File: src/rtl/speed_pkg.sv
// Shared constants for the velocity conditioner and the logo motion engine.
// Cycle counts are derived from the 12 MHz system clock.
package speed_pkg;

  localparam int CLK_HZ        = 12_000_000;
  localparam int VEL_W         = 3;
  localparam int VEL_MAX       = 7;
  localparam int VEL_RESET     = 2;
  localparam int DB_CYCLES     = CLK_HZ / 100;      // 10 ms
  localparam int REPEAT_CYCLES = CLK_HZ / 10 * 3;   // 300 ms
  localparam int BASE_DIV      = 50_000;

  typedef enum logic [1:0] {
    VEL_HOLD,
    VEL_INC,
    VEL_DEC
  } vel_step_e;

  // Simultaneous inc and dec events cancel out.
  function automatic vel_step_e decode_step(input logic inc_ev, input logic dec_ev);
    if (inc_ev && !dec_ev)      return VEL_INC;
    else if (dec_ev && !inc_ev) return VEL_DEC;
    else                        return VEL_HOLD;
  endfunction

endpackage

File: src/rtl/button_conditioner.sv
// Synchronises and debounces one raw button and turns it into
// press / auto-repeat events (one-cycle, registered).
module button_conditioner #(
  parameter int DB_CYCLES     = speed_pkg::DB_CYCLES,
  parameter int REPEAT_CYCLES = speed_pkg::REPEAT_CYCLES
) (
  input  logic clk,
  input  logic clr,
  input  logic btn_i,
  output logic event_o
);

  localparam int DB_W = $clog2(DB_CYCLES + 1);
  localparam int RP_W = $clog2(REPEAT_CYCLES + 1);

  logic            sync1_q, sync2_q;
  logic            deb_q, deb_d;
  logic            ev_q, ev_d;
  logic [DB_W-1:0] db_cnt_q, db_cnt_d;
  logic [RP_W-1:0] rep_cnt_q, rep_cnt_d;

  always_comb begin
    // NOTE: every next-state signal gets a default first so no latch is inferred.
    deb_d     = deb_q;
    db_cnt_d  = '0;
    ev_d      = 1'b0;
    rep_cnt_d = '0;

    if (sync2_q != deb_q) begin
      if (db_cnt_q == DB_W'(DB_CYCLES - 1)) deb_d = sync2_q;
      else                                  db_cnt_d = db_cnt_q + DB_W'(1);
    end

    // Press fires on the accepting edge; repeats every REPEAT_CYCLES after it.
    if (deb_d && !deb_q) begin
      ev_d = 1'b1;
    end else if (deb_d) begin
      if (rep_cnt_q == RP_W'(REPEAT_CYCLES - 1)) ev_d = 1'b1;
      else                                       rep_cnt_d = rep_cnt_q + RP_W'(1);
    end
  end

  always_ff @(posedge clk) begin
    if (clr) begin
      sync1_q   <= 1'b0;
      sync2_q   <= 1'b0;
      deb_q     <= 1'b0;
      db_cnt_q  <= '0;
      rep_cnt_q <= '0;
      ev_q      <= 1'b0;
    end else begin
      // NOTE: sequential state uses non-blocking assignments so all registers update together.
      sync1_q   <= btn_i;
      sync2_q   <= sync1_q;
      deb_q     <= deb_d;
      db_cnt_q  <= db_cnt_d;
      rep_cnt_q <= rep_cnt_d;
      ev_q      <= ev_d;
    end
  end

  assign event_o = ev_q;

endmodule

File: src/rtl/speed_control.sv
// Velocity level register and move_tick divider fed by two conditioned
// push-buttons; all outputs are registered.
module speed_control #(
  parameter int VEL_W         = speed_pkg::VEL_W,
  parameter int VEL_MAX       = speed_pkg::VEL_MAX,
  parameter int VEL_RESET     = speed_pkg::VEL_RESET,
  parameter int DB_CYCLES     = speed_pkg::DB_CYCLES,
  parameter int REPEAT_CYCLES = speed_pkg::REPEAT_CYCLES,
  parameter int BASE_DIV      = speed_pkg::BASE_DIV
) (
  input  logic             clk,
  input  logic             clr,
  input  logic             inc_vel,
  input  logic             dec_vel,
  output logic [VEL_W-1:0] vel,
  output logic             move_tick,
  output logic             vel_changed,
  output logic             at_limit
);

  import speed_pkg::*;

  localparam int   PER_W       = $clog2(BASE_DIV * (VEL_MAX + 1) + 1);
  localparam logic LIMIT_RESET = (VEL_RESET == 0) || (VEL_RESET == VEL_MAX);

  logic             inc_ev, dec_ev;
  logic [VEL_W-1:0] vel_q, vel_d;
  logic             changed_q, tick_q, tick_d, limit_q;
  logic [PER_W-1:0] per_d, div_cnt_q, div_cnt_d;

  button_conditioner #(.DB_CYCLES(DB_CYCLES), .REPEAT_CYCLES(REPEAT_CYCLES)) u_inc (
    .clk    (clk),
    .clr    (clr),
    .btn_i  (inc_vel),
    .event_o(inc_ev)
  );

  button_conditioner #(.DB_CYCLES(DB_CYCLES), .REPEAT_CYCLES(REPEAT_CYCLES)) u_dec (
    .clk    (clk),
    .clr    (clr),
    .btn_i  (dec_vel),
    .event_o(dec_ev)
  );

  always_comb begin
    vel_d = vel_q;
    unique case (decode_step(inc_ev, dec_ev))
      VEL_INC: if (vel_q < VEL_W'(VEL_MAX)) vel_d = vel_q + VEL_W'(1);
      VEL_DEC: if (vel_q != '0)             vel_d = vel_q - VEL_W'(1);
      default: ;
    endcase

    // Period of the level that will be visible next cycle; the divider
    // restarts from 0 whenever the level changes.
    per_d = PER_W'(BASE_DIV) * (PER_W'(VEL_MAX + 1) - PER_W'(vel_d));
    if (vel_d == '0 || vel_d != vel_q)            div_cnt_d = '0;
    else if (div_cnt_q == per_d - PER_W'(1))      div_cnt_d = '0;
    else                                          div_cnt_d = div_cnt_q + PER_W'(1);
    tick_d = (vel_d != '0) && (div_cnt_d == per_d - PER_W'(1));
  end

  always_ff @(posedge clk) begin
    if (clr) begin
      vel_q     <= VEL_W'(VEL_RESET);
      changed_q <= 1'b0;
      div_cnt_q <= '0;
      tick_q    <= 1'b0;
      limit_q   <= LIMIT_RESET;
    end else begin
      vel_q     <= vel_d;
      changed_q <= (vel_d != vel_q);
      div_cnt_q <= div_cnt_d;
      tick_q    <= tick_d;
      limit_q   <= (vel_d == '0) || (vel_d == VEL_W'(VEL_MAX));
    end
  end

  assign vel         = vel_q;
  assign vel_changed = changed_q;
  assign move_tick   = tick_q;
  assign at_limit    = limit_q;

endmodule

File: config.mk
export PLATFORM = sky130hd
export DESIGN_NAME = speed_control
export DESIGN_NICKNAME = d
export VERILOG_FILES = /design/src/rtl/speed_pkg.sv /design/src/rtl/button_conditioner.sv /design/src/rtl/speed_control.sv
export SDC_FILE = /design/constraint.sdc
export NUM_CORES = 1
export LEC_CHECK = 0
export ABC_AREA = 1
export CAP_MARGIN = 25
export CORE_MARGIN = 2
export CORE_UTILIZATION = 68
export DETAILED_ROUTE_END_ITERATION = 6
export PLACE_DENSITY = 0.84
export SKIP_CTS_REPAIR_TIMING = 1
export SLEW_MARGIN = 5
export SYNTH_ARGS = -nofsm -noshare
export SYNTH_HDL_FRONTEND = slang
export SYNTH_SLANG_ARGS = --single-unit
File: constraint.sdc
create_clock -name clk -period 13 [get_ports clk]
set_clock_uncertainty 0.15 [all_clocks]
set_input_delay 3.9 -clock clk [delete_from_list [all_inputs] [get_ports clk]]
set_output_delay 3.9 -clock clk [all_outputs]
set_load 0.02 [all_outputs]
==> results.py <==
metrics = {
    "place": {
        "numPortBuffers": 9,
        "post-dp-hpwl_um": 10980,
        "dp.cells": 1140,
        "place_congestion": 1.022,
    },
    "routing": {
        "wl_met2_um": 6728,
        "wl_met3_um": 712,
        "ant_nets": 0,
        "viasPerCell": 5.394,
        "dr.pass1.iters": 5,
        "drc_errors": 0,
        "dr.max_layer_used": "met4",
        "wl_met1_um": 6598,
        "dr.first_iter.drc_count": 313,
        "post_drt_wl_per_cell_um": 12.36,
        "finalWirelength_um": 14290,
        "num_vias": 6235,
    },
    "sta": {
        "fin_crit_ns": 6.082,
        "tns_ns": 0,
        "rsz0062_at_grt": "no",
        "tightest_slew_ns": 0.7242,
        "hold_violations": 0,
        "finalSetupViolations": 0,
        "fmax_mhz": 164.4,
        "fin_crit_sh_pct": 46.78,
        "drv_slew": 0,
        "hold_slack_ns": 0.2577,
        "relSlewSlack_pct": 51.60,
    },
    "power_and_ir_drop": {
        "vdd_ir_drop_max_v": 0.00009585,
        "power_density_nw_per_um2": 77.33,
        "p_leak_nw": 2.928,
        "p_total_mw": 0.5602,
    },
    "synthesis": {
        "synth_most_common_cell": "nand2_1",
        "async_flop_share_pct": 0,
        "yosys.area.top_type": "dfxtp_1",
        "ys_types": 51,
        "syn_inst": 1012,
        "synth.net_count": 1055,
        "synth_area_per_cell_um2": 6.794,
        "synthTopCellsByCount": "nand2_1 (224), nor2_1 (148), inv_1 (133)",
        "synthTopCellsByArea": "dfxtp_1 (32%), nand2_1 (12%), nor2_1 (8.1%)",
        "synth_edf_count": 0,
        "synth_top_area_share_pct": 32.32,
        "yosysSeqAreaShare_pct": 32.32,
        "synth_area_um2": 6875,
        "yosysWarnings": 0,
        "synth-seq-cells": 111,
        "ys.flop_type": "dfxtp_1",
    },
    "cts": {
        "cts_sinks": 111,
        "clock_latency_ns": 0.38,
        "tritoncts": "built",
        "cts_buffers": 9,
        "clockBufferDepth": 2,
        "clk_pin_slew_ns": 0.10,
        "htreeDepth": 3,
        "clock-root-buffer": "clkbuf_8",
    },
    "worst_setup_path": {
        "critPathMaxStageDelay_ns": 0.43,
        "cpMostUsedCell": "nand2_1",
        "timing.critical_path.buf_inv": 8,
        "crit_fanout": 15,
        "cp.arrival_ns": 6.25,
        "crit_family": "adder cells",
        "critPathKind": "reg -> reg",
        "end_kind": "flip-flop",
        "cp-start-kind": "flip-flop",
        "worstPathRequired_ns": 13.17,
        "crit_slowest_cell": "dfxtp_1",
    },
    "min_path": {
        "hp-class": "reg -> reg",
    },
    "global_route": {
        "grt_pass1_wl_um": 24830,
        "grt_use_total_pct": 27.28,
        "grt_start_max_net_pins": 29,
        "overflow": 0,
        "grt_pass1_vias": 5720,
        "antenna_found_initial": 0,
    },
    "outcome": {
        "status": "finished clean",
    },
    "finish": {
        "diodes": 0,
        "nNetsFinal": 1061,
        "nFillCells": 841,
        "drive_above_1_share_pct": 7.234,
        "syn_to_final_growth_pct": 5.369,
        "fin_util_pct": 74.12,
        "multi_input_area_um2": 4019,
        "finalNonFillerCells": 1156,
        "seq_area_um2": 2222,
    },
    "floorplan": {
        "core-area_um2": 9774,
        "start_util_pct": 70.34,
        "rows": 36,
        "ios": 10,
        "fp.dieH_um": 104.6,
        "die-area_um2": 10930,
        "die-width_um": 104.6,
    },
    "job": {
        "cap_violations": 0,
    },
}
-- registers in the layout (all words and copies together) (netlist names), 3 cells and up --
name             count
u_dec.rep_cnt_q     22
u_inc.rep_cnt_q     22
div_cnt_q           19
u_dec.db_cnt_q      17
u_inc.db_cnt_q      17
vel                  3
-- placed cells by master, fill, tap and decap left out, drive strengths merged --
cell / synthesis / final
a311oi: 1 / 1
xor2: 23 / 23
nor4: 9 / 9
nor3b: 12 / 12
a21oi: 36 / 36
inv: 144 / 146
ha: 37 / 37
or2: 3 / 3
a211oi: 5 / 5
clkdlybuf4s50: 0 / 9
dfxtp: 111 / 111
nand3b: 7 / 7
buf: 8 / 1
and3: 3 / 3
clkinvlp: 0 / 2
xnor2: 9 / 9
a31oi: 5 / 5
clkbuf: 7 / 11
o21bai: 2 / 2
or3: 1 / 1
a21boi: 1 / 1
nand4: 31 / 31
nor3: 39 / 39
a31o: 1 / 1
or4: 1 / 1
nor2: 157 / 157
bufinv: 0 / 1
nand2: 244 / 244
fa: 2 / 2
mux2: 1 / 1
nand3: 90 / 90
o211ai: 1 / 1
o21a: 4 / 4
o21ai: 17 / 17
-- tightest hold or removal path: cells and delay by family (launching register included) --
family / cells / cell delay, ns
buf+inv: 1 / 0.04
flops: 1 / 0.31
simple gates: 1 / 0.03
-- final cells by class --
class / count / area share, %
clock buffers: 11 / 1.813
clock inverters: 5 / 0.8981
inverters: 144 / 7.496
multi-input cells: 742 / 55.47
flip-flops and latches: 111 / 30.67
well taps: 133 / 2.297
repair buffers: 10 / 1.347
-- cell families after synthesis --
| family | count (synthesis) | share of synthesized area [%] |
|---|---|---|
| and+or+nand+nor | 597 | 40.62 |
| buffers and inverters | 159 | 9.226 |
| DFF | 111 | 32.32 |
| AOI/OAI and AO/OA | 73 | 6.169 |
| adders and majority gates | 39 | 7.316 |
| xor gates and xnor gates | 32 | 4.186 |
| muxes | 1 | 0.1638 |
-- per-layer routing --
metal,vias to the layer above,GRT usage (%)
met3,23,4.679
li1,3275,-
met2,127,47.39
met4,0,8.687
met5,-,0
met1,2810,34.39
-- through the flow --
step	setup slack [ns]	area, um^2
CTS	6.939	7244
finish	6.918	7244
floorplan	7.454	6875
global route	6.335	7244
detailed placement	6.931	7048
global placement	6.946	7048
-- power by group --
group	internal, mW	switching, mW	leakage [nW]
sequential	0.341	0.000958	0.895
combinational	0.00271	0.00468	1.94
clock	0.0914	0.119	0.0921
total	0.436	0.125	2.93
-- worst paths after layout --
kind	startpoint	end	slack [ns]	cells after the start
setup reg to reg	vel[0]$_SDFF_PP0_	move_tick$_SDFF_PP0_	6.92	43
hold / removal	u_inc.sync1_q$_SDFF_PP0_	u_inc.sync2_q$_SDFF_PP0_	0.26	2
hold reg to reg	u_inc.sync1_q$_SDFF_PP0_	u_inc.sync2_q$_SDFF_PP0_	0.26	2
setup / recovery	vel[0]$_SDFF_PP0_	move_tick$_SDFF_PP0_	6.92	43
No activity file was read; power rests on OpenSTA's default activity.
